**config.mk**
```make
export PLATFORM = sky130hd
export DESIGN_NAME = pipelined_mac_flat
export DESIGN_NICKNAME = d
export VERILOG_FILES = /design/src/rtl/pipelined_mac_if.sv /design/src/rtl/pipelined_mac.sv /design/src/flat_wrapper.sv
export SDC_FILE = /design/constraint.sdc
export NUM_CORES = 1
export LEC_CHECK = 0
export BUFFER_PORTS_ARGS = -buffer_cell sky130_fd_sc_hd__buf_2
export CAP_MARGIN = 25
export CORE_UTILIZATION = 50
export CTS_BUF_LIST = sky130_fd_sc_hd__clkbuf_8
export DETAILED_ROUTE_END_ITERATION = 7
export GPL_ROUTABILITY_DRIVEN = 1
export PLACE_DENSITY = 0.77
export SLEW_MARGIN = 10
export SYNTH_ARGS = -nofsm -noshare
export SYNTH_HDL_FRONTEND = slang
export SYNTH_SLANG_ARGS = --single-unit
```
**constraint.sdc**
```tcl
create_clock -name clk_i -period 22.3 [get_ports clk_i]
set_input_delay 6.69 -clock clk_i [delete_from_list [all_inputs] [get_ports clk_i]]
set_output_delay 6.69 -clock clk_i [all_outputs]
set_load 0.01 [all_outputs]
```
**src/rtl/pipelined_mac_if.sv**
```systemverilog
// Operand/result bundle for pipelined_mac; the master drives operands, the slave returns results.
interface pipelined_mac_if #(
  parameter int unsigned DATA_W = 16,
  parameter int unsigned ACC_W  = 33
);
  logic              valid_i;
  logic              acc_clr_i;
  logic              last_i;
  logic [DATA_W-1:0] data_a_i;
  logic [DATA_W-1:0] data_b_i;
  logic [ACC_W-1:0]  result_o;
  logic              valid_o;
  logic              last_o;
  logic              ovf_o;

  modport master (
    output valid_i, acc_clr_i, last_i, data_a_i, data_b_i,
    input  result_o, valid_o, last_o, ovf_o
  );

  modport slave (
    input  valid_i, acc_clr_i, last_i, data_a_i, data_b_i,
    output result_o, valid_o, last_o, ovf_o
  );
endinterface

```
**src/rtl/pipelined_mac.sv**
```systemverilog
// Pipelined multiply-accumulate: product register, accumulator, then LATENCY-2 delay stages.
// Define MAC_SAT_EN for saturating accumulation with a sticky per-frame overflow flag.
module pipelined_mac #(
  parameter int unsigned DATA_W  = 16,
  parameter int unsigned ACC_W   = 33,
  parameter int unsigned LATENCY = 3,
  parameter bit          SIGNED  = 1'b0
) (
  input  logic            clk_i,
  input  logic            rst_i,
  input  logic            clk_en_i,
  pipelined_mac_if.slave  bus
);

  localparam int unsigned Msb = ACC_W - 1;

  logic [2*DATA_W-1:0] w_a_ext, w_b_ext, w_prod;
  logic [ACC_W-1:0]    w_prod_ext;

  // Extending operands to the full product width makes the truncated product correct
  // for both signed and unsigned operands.
  always_comb begin
    w_a_ext                = (SIGNED && bus.data_a_i[DATA_W-1]) ? '1 : '0;
    w_a_ext[DATA_W-1:0]    = bus.data_a_i;
    w_b_ext                = (SIGNED && bus.data_b_i[DATA_W-1]) ? '1 : '0;
    w_b_ext[DATA_W-1:0]    = bus.data_b_i;
    w_prod                 = w_a_ext * w_b_ext;
    w_prod_ext             = (SIGNED && w_prod[2*DATA_W-1]) ? '1 : '0;
    w_prod_ext[2*DATA_W-1:0] = w_prod;
  end

  logic             r_s1_valid, r_s1_clr, r_s1_last;
  logic [ACC_W-1:0] r_s1_prod;

  always_ff @(posedge clk_i) begin
    if (rst_i) begin
      r_s1_valid <= 1'b0;
      r_s1_clr   <= 1'b0;
      r_s1_last  <= 1'b0;
      r_s1_prod  <= '0;
    end else if (clk_en_i) begin
      r_s1_valid <= bus.valid_i;
      r_s1_clr   <= bus.valid_i & bus.acc_clr_i;
      r_s1_last  <= bus.valid_i & bus.last_i;
      r_s1_prod  <= w_prod_ext;
    end
  end

  logic             r_s2_valid, r_s2_last, r_ovf;
  logic [ACC_W-1:0] r_acc;
  logic [ACC_W-1:0] w_base, w_acc_d;
  logic             w_ovf_d;

`ifdef MAC_SAT_EN
  logic [ACC_W:0] w_sum_ext;
  logic           w_ovf_add;

  always_comb begin
    w_base    = r_s1_clr ? '0 : r_acc;
    w_sum_ext = {1'b0, w_base} + {1'b0, r_s1_prod};
    if (SIGNED) begin
      w_ovf_add = (w_base[Msb] == r_s1_prod[Msb]) && (w_sum_ext[Msb] != w_base[Msb]);
    end else begin
      w_ovf_add = w_sum_ext[ACC_W];
    end
    w_acc_d = w_sum_ext[ACC_W-1:0];
    // Signed overflow direction follows the product sign, since both addends share it.
    if (w_ovf_add) begin
      if (!SIGNED)              w_acc_d = '1;
      else if (r_s1_prod[Msb])  w_acc_d = {1'b1, {(ACC_W-1){1'b0}}};
      else                      w_acc_d = {1'b0, {(ACC_W-1){1'b1}}};
    end
    w_ovf_d = (r_s1_clr ? 1'b0 : r_ovf) | w_ovf_add;
  end
`else
  always_comb begin
    w_base  = r_s1_clr ? '0 : r_acc;
    w_acc_d = w_base + r_s1_prod;
    w_ovf_d = 1'b0;
  end
`endif

  always_ff @(posedge clk_i) begin
    if (rst_i) begin
      r_acc      <= '0;
      r_ovf      <= 1'b0;
      r_s2_valid <= 1'b0;
      r_s2_last  <= 1'b0;
    end else if (clk_en_i) begin
      r_s2_valid <= r_s1_valid;
      r_s2_last  <= r_s1_last;
      if (r_s1_valid) begin
        r_acc <= w_acc_d;
        r_ovf <= w_ovf_d;
      end
    end
  end

  // Bubbles carry the held accumulator, so result_o keeps the last sum across them.
  if (LATENCY > 2) begin : g_dly
    localparam int unsigned N = LATENCY - 2;
    logic [ACC_W-1:0] r_res [N];
    logic [N-1:0]     r_vld, r_lst, r_ovf_dly;

    always_ff @(posedge clk_i) begin
      if (rst_i) begin
        for (int i = 0; i < N; i++) r_res[i] <= '0;
        r_vld     <= '0;
        r_lst     <= '0;
        r_ovf_dly <= '0;
      end else if (clk_en_i) begin
        r_res[0]     <= r_acc;
        r_vld[0]     <= r_s2_valid;
        r_lst[0]     <= r_s2_last;
        r_ovf_dly[0] <= r_ovf;
        for (int i = 1; i < N; i++) begin
          r_res[i]     <= r_res[i-1];
          r_vld[i]     <= r_vld[i-1];
          r_lst[i]     <= r_lst[i-1];
          r_ovf_dly[i] <= r_ovf_dly[i-1];
        end
      end
    end

    assign bus.result_o = r_res[N-1];
    assign bus.valid_o  = r_vld[N-1];
    assign bus.last_o   = r_lst[N-1];
    assign bus.ovf_o    = r_ovf_dly[N-1];
  end else begin : g_nodly
    assign bus.result_o = r_acc;
    assign bus.valid_o  = r_s2_valid;
    assign bus.last_o   = r_s2_last;
    assign bus.ovf_o    = r_ovf;
  end

endmodule

```
**src/flat_wrapper.sv**
```systemverilog
// flat-port wrapper written by rule: the top's interface ports become plain ports
module pipelined_mac_flat 
#(
  parameter int unsigned DATA_W  = 16,
  parameter int unsigned ACC_W   = 33,
  parameter int unsigned LATENCY = 3,
  parameter bit          SIGNED  = 1'b0
)
  (clk_i, rst_i, clk_en_i, bus_valid_i, bus_acc_clr_i, bus_last_i, bus_data_a_i, bus_data_b_i, bus_result_o, bus_valid_o, bus_last_o, bus_ovf_o);
  pipelined_mac_if #(.DATA_W(DATA_W), .ACC_W(ACC_W)) bus_i ();
  input  logic clk_i;
  input  logic rst_i;
  input  logic clk_en_i;
  input wire logic [$bits(bus_i.valid_i)-1:0] bus_valid_i;
  input wire logic [$bits(bus_i.acc_clr_i)-1:0] bus_acc_clr_i;
  input wire logic [$bits(bus_i.last_i)-1:0] bus_last_i;
  input wire logic [$bits(bus_i.data_a_i)-1:0] bus_data_a_i;
  input wire logic [$bits(bus_i.data_b_i)-1:0] bus_data_b_i;
  output wire logic [$bits(bus_i.result_o)-1:0] bus_result_o;
  output wire logic [$bits(bus_i.valid_o)-1:0] bus_valid_o;
  output wire logic [$bits(bus_i.last_o)-1:0] bus_last_o;
  output wire logic [$bits(bus_i.ovf_o)-1:0] bus_ovf_o;
  assign bus_i.valid_i = bus_valid_i;
  assign bus_i.acc_clr_i = bus_acc_clr_i;
  assign bus_i.last_i = bus_last_i;
  assign bus_i.data_a_i = bus_data_a_i;
  assign bus_i.data_b_i = bus_data_b_i;
  assign bus_result_o = bus_i.result_o;
  assign bus_valid_o = bus_i.valid_o;
  assign bus_last_o = bus_i.last_o;
  assign bus_ovf_o = bus_i.ovf_o;
  pipelined_mac #(.DATA_W(DATA_W), .ACC_W(ACC_W), .LATENCY(LATENCY), .SIGNED(SIGNED)) u_core (.clk_i(clk_i), .rst_i(rst_i), .clk_en_i(clk_en_i), .bus(bus_i));
endmodule
```
==> run_results.csv <==
group,metric,value,unit
worst_setup_path,timing.critical_path.mode_cell,"sky130_fd_sc_hd__fa_1",
layout,layout_common_cells,"236 x sky130_fd_sc_hd__inv_1, 199 x sky130_fd_sc_hd__nand2_1, 195 x sky130_fd_sc_hd__fa_1",
place,dp_hpwl,24800,um
clocking,cts_htree_levels,3,
sta,grt_setup_unrepaired,"no",
pwr,p_leak,7.31,nW
clocking,cts_tree,"yes",
layout,layout_commonest_cell,"sky130_fd_sc_hd__inv_1",
pwr,comb_power_share,82.9,%
yosys,post_synth_num_cell_types,71,
route,wire_per_inst,15.8,um
floorplanning,die_h,170,um
worst_setup_path,critical_path_required,22.59,ns
pwr,max-vdd-ir-drop,180,uV
worst_setup_path,slowest_delay,0.58,ns
worst_setup_path,cp_cell_sequence,"buf_2 > nand2_1 > fa_1 > fa_1 > fa_1 > fa_1 > inv_1 > fa_1 > inv_1 > fa_1 > inv_1 > ha_1 > o21ai_0 > o21ai_2 > o31ai_1 > o41ai_2 > a31oi_4 > o31ai_4 > a31oi_1 > xnor2_1 > a22o_1",
clocking,worst_setup_hold_path_clk_slew,0.11,ns
place,placement.cell_area,0.0146,sq mm
worst_setup_path,critical_path.endpoint_type,"flip-flop",
pwr,cellInternalPower,1.02,mW
yosys,synth-edff-count,33,
layout,fin_area,0.0148,sq mm
yosys,synthDominantAreaCellType,"sky130_fd_sc_hd__fa_1",
run_status,status,"completed",
layout,ratio_of_cells_with_drive_above_1_in_the_final_layout,7.45,%
hold_path,min-delay-start,"u_core.r_acc[12]",
floorplanning,placement_rows,60,
route,post_route_drc_violation_count,0,
route,detail_route.vias_per_cell,5.42,
floorplanning,design.core.area,0.0273,sq mm
worst_setup_path,crit_family,"adder cells",
sta,final_max_slew_viol_count,0,
pwr,swShare,51.7,%
global_routing,first_global_vias,11076,
layout,diodes_inserted,0,
pwr,pwr-share-seq,11.3,%
floorplanning,chipWidth,170,um
yosys,synthDominantCellAreaShare,27.8,%
route,drt.antenna.violating_nets,0,
route,routed-via-count,10666,
sta,post-route-period-util,55.4,%
route,drtIter0Drc,705,
pwr,clock_power_share,5.9,%
layout,num-nets-final,1961,
yosys,syn_nets,1936,
yosys,synth_async_sr_flop_share,0,%
worst_setup_path,worst-r2r-setup-slack,18.47,ns
sta,final.setup.tns,0,ns
hold_path,min_delay_worst_endpoint,"u_core.r_acc[12]",
worst_setup_path,start_kind,"primary input",
layout,flow.area_growth_from_synthesis,5.81,%
worst_setup_path,arrival_worst_endpoint,12.64,ns
sta,fmax,81.0,MHz
worst_setup_path,timing.critical_path.buf_inv,4,
sta,timing.final.crit_period,12.35,ns
pwr,pwr_density_cell,142,mW/mm^2
clocking,buffers_inserted_during_post_cts_setup_optimization,0,
run,maxCapViolCount,0,
floorplanning,die-area,0.0287,sq mm
worst_setup_path,critical_path_class,"in -> reg",
global_routing,grt_use_total,23.0,%
clocking,tritoncts.num_buffers,9,
worst_setup_path,worst_r2r_path_depth,14,
sta,worst-slew-pin-transition,0.710,ns
worst_setup_path,crit-reg2reg-capture,"u_core.r_acc[26]",
yosys,synth_area_leaders,"sky130_fd_sc_hd__fa_1 28%, sky130_fd_sc_hd__ha_1 12%, sky130_fd_sc_hd__dfxtp_1 10%, sky130_fd_sc_hd__edfxtp_1 7.1%, sky130_fd_sc_hd__and2_1 7.0%",
sta,timing.slew.headroom,52.7,%
worst_setup_path,critical_path.max_fanout,16,
route,totalWireLength,31000,um
clocking,cts-hold-fix-buffers,0,
hold_path,hp_class,"reg -> reg",
clocking,cts_repair_resize_count,0,
sta,final_hold_viol_count,0,
global_routing,grt-ovfl-total,0,
yosys,synth.avg_cell_area,8.95,sq um
worst_setup_path,regToRegStartpoint,"u_core.r_s1_clr",
hold_path,whs_path_depth,2,
global_routing,antenna_found_initial,0,
sta,hold-worst-slack,0.468,ns
global_routing,grt_pass1_wl,53000,um
clocking,clkSinkCount,105,
clocking,clk_path_buf_depth,2,
place,place.gp.congestion,0.943,
yosys,ys.flop_type,"sky130_fd_sc_hd__dfxtp_1",
floorplanning,top_level_ports,74,
sta,fin_worst_skew,0.0162,ns
yosys,netlist_instances,1567,
worst_setup_path,cpMaxStageDelayCell,"sky130_fd_sc_hd__fa_1",
global_routing,pin_count_of_the_biggest_net_entering_global_routing,61,
pwr,p_sw,1.09,mW
yosys,post_synth_instance_area,0.0140,sq mm
place,placement.io_buffers,72,
clocking,clock-root-buffer,"sky130_fd_sc_hd__clkbuf_8",
yosys,warning_count_from_the_yosys_run,0,
sta,setup_violations_final,0,
floorplanning,initial_utilization,51.5,%
yosys,synth-seq-cells,105,
clocking,clock_insertion_delay_worst_skew,0.39,ns
yosys,synth.yosys.seq_area_share,17.3,%
route,number_of_iterations_in_the_first_detailed_routing_pass,5,
==> per-layer routing <==
metal / up-vias / wire [um] / GRT usage (%)
met1: 5297 / 13000 / 29.0
li1: 5062 / - / -
met2: 244 / 15900 / 40.5
met3: 63 / 1310 / 3.26
met4: 0 / 855 / 7.13
met5: - / 0 / 0
==> state kept, by name, summed over array words and instances, names as in the netlist <==
register	cells
u_core.bus.last_o	1
u_core.r_s2_last	1
u_core.r_acc	33
u_core.r_s1_last	1
u_core.r_s1_clr	1
u_core.r_s1_prod	32
u_core.r_s1_valid	1
u_core.r_s2_valid	1
u_core.g_dly.r_res	33
u_core.bus.valid_o	1
==> per-stage QoR <==
step                setup slack [ns]  cells  utilization, %  total power, mW
finish                          9.95   1969            54.5             2.10
floorplan                      10.02   1567               -             1.63
detailed placement              9.54   1953            53.8             1.98
global route                    9.69   1969            54.5             2.36
CTS                             9.96   1969            54.5             2.12
global placement                9.63   1953            53.8             1.94
==> tightest hold or removal path, cell delays in order (launching register included) <==
cell and delay, ns:
sky130_fd_sc_hd__dfxtp_1 0.33, sky130_fd_sc_hd__nand2_1 0.05, sky130_fd_sc_hd__a21oi_1 0.05
==> logic make-up after synthesis <==
family	share of synthesized area [%]
flip-flops	17.3
adder cells (fa/ha/maj)	39.9
AO/OA/AOI/OAI	11.3
other	0.0267
multiplexers	1.36
XOR/XNOR	3.00
buffers and inverters	8.26
AND/OR/NAND/NOR	18.8
==> power groups by stage <==
stage	clock [mW]	sequential, mW	combinational, mW
after floorplan	0	0.238	1.39
after global placement	0	0.242	1.70
after detailed placement	0	0.242	1.74
after CTS	0.127	0.238	1.75
after global routing	0.135	0.239	1.99
final	0.123	0.237	1.74
==> synthesized netlist by cell type, types with 3 or more instances <==
master	number
sky130_fd_sc_hd__clkbuf_1	55
sky130_fd_sc_hd__nor4_1	3
sky130_fd_sc_hd__nor3b_1	3
sky130_fd_sc_hd__xnor2_1	31
sky130_fd_sc_hd__a22o_1	11
sky130_fd_sc_hd__nand2_1	199
sky130_fd_sc_hd__a211oi_1	9
sky130_fd_sc_hd__ha_1	136
sky130_fd_sc_hd__edfxtp_1	33
sky130_fd_sc_hd__o21bai_1	10
sky130_fd_sc_hd__nand3_1	22
sky130_fd_sc_hd__buf_1	5
sky130_fd_sc_hd__nand2b_1	13
sky130_fd_sc_hd__dfxtp_1	72
sky130_fd_sc_hd__a31oi_1	9
sky130_fd_sc_hd__nor2_1	60
sky130_fd_sc_hd__nor2b_1	36
sky130_fd_sc_hd__a21o_1	28
sky130_fd_sc_hd__o21ai_0	26
sky130_fd_sc_hd__or2_2	4
sky130_fd_sc_hd__and3_1	5
sky130_fd_sc_hd__mux2i_1	19
sky130_fd_sc_hd__nand4_1	7
sky130_fd_sc_hd__xor2_1	17
sky130_fd_sc_hd__and4_1	3
sky130_fd_sc_hd__nor3_1	8
sky130_fd_sc_hd__and2_1	156
sky130_fd_sc_hd__or3_1	5
sky130_fd_sc_hd__inv_1	236
sky130_fd_sc_hd__o21ai_1	7
sky130_fd_sc_hd__o31ai_1	7
sky130_fd_sc_hd__fa_1	195
sky130_fd_sc_hd__a21oi_1	85
sky130_fd_sc_hd__o21a_1	3
==> worst max path at each step <==
| stage | from | endpoint | slack, ns | depth (start not counted) |
|---|---|---|---|---|
| CTS | bus_data_b_i[1] | u_core.r_s1_prod[28] | 9.96 | 21 |
| global placement | bus_data_b_i[1] | u_core.r_s1_prod[28] | 9.63 | 21 |
| detailed placement | bus_data_b_i[1] | u_core.r_s1_prod[28] | 9.54 | 21 |
| finish | bus_data_b_i[1] | u_core.r_s1_prod[28] | 9.95 | 21 |
| global route | bus_data_b_i[1] | u_core.r_s1_prod[29] | 9.69 | 20 |
| floorplan | bus_data_b_i[1] | u_core.r_s1_prod[28] | 10.02 | 21 |
==> area by class of cell <==
cell class                 instances  area, sq um
fill                            2450        12400
multi-input combinational       1160        10400
sequential                       105         2430
inverter                         236          886
tap                              372          465
timing repair buffer              80          420
clock buffer                       9          124
clock inverter                     7         76.3
Power figures use the tool's default switching activity.
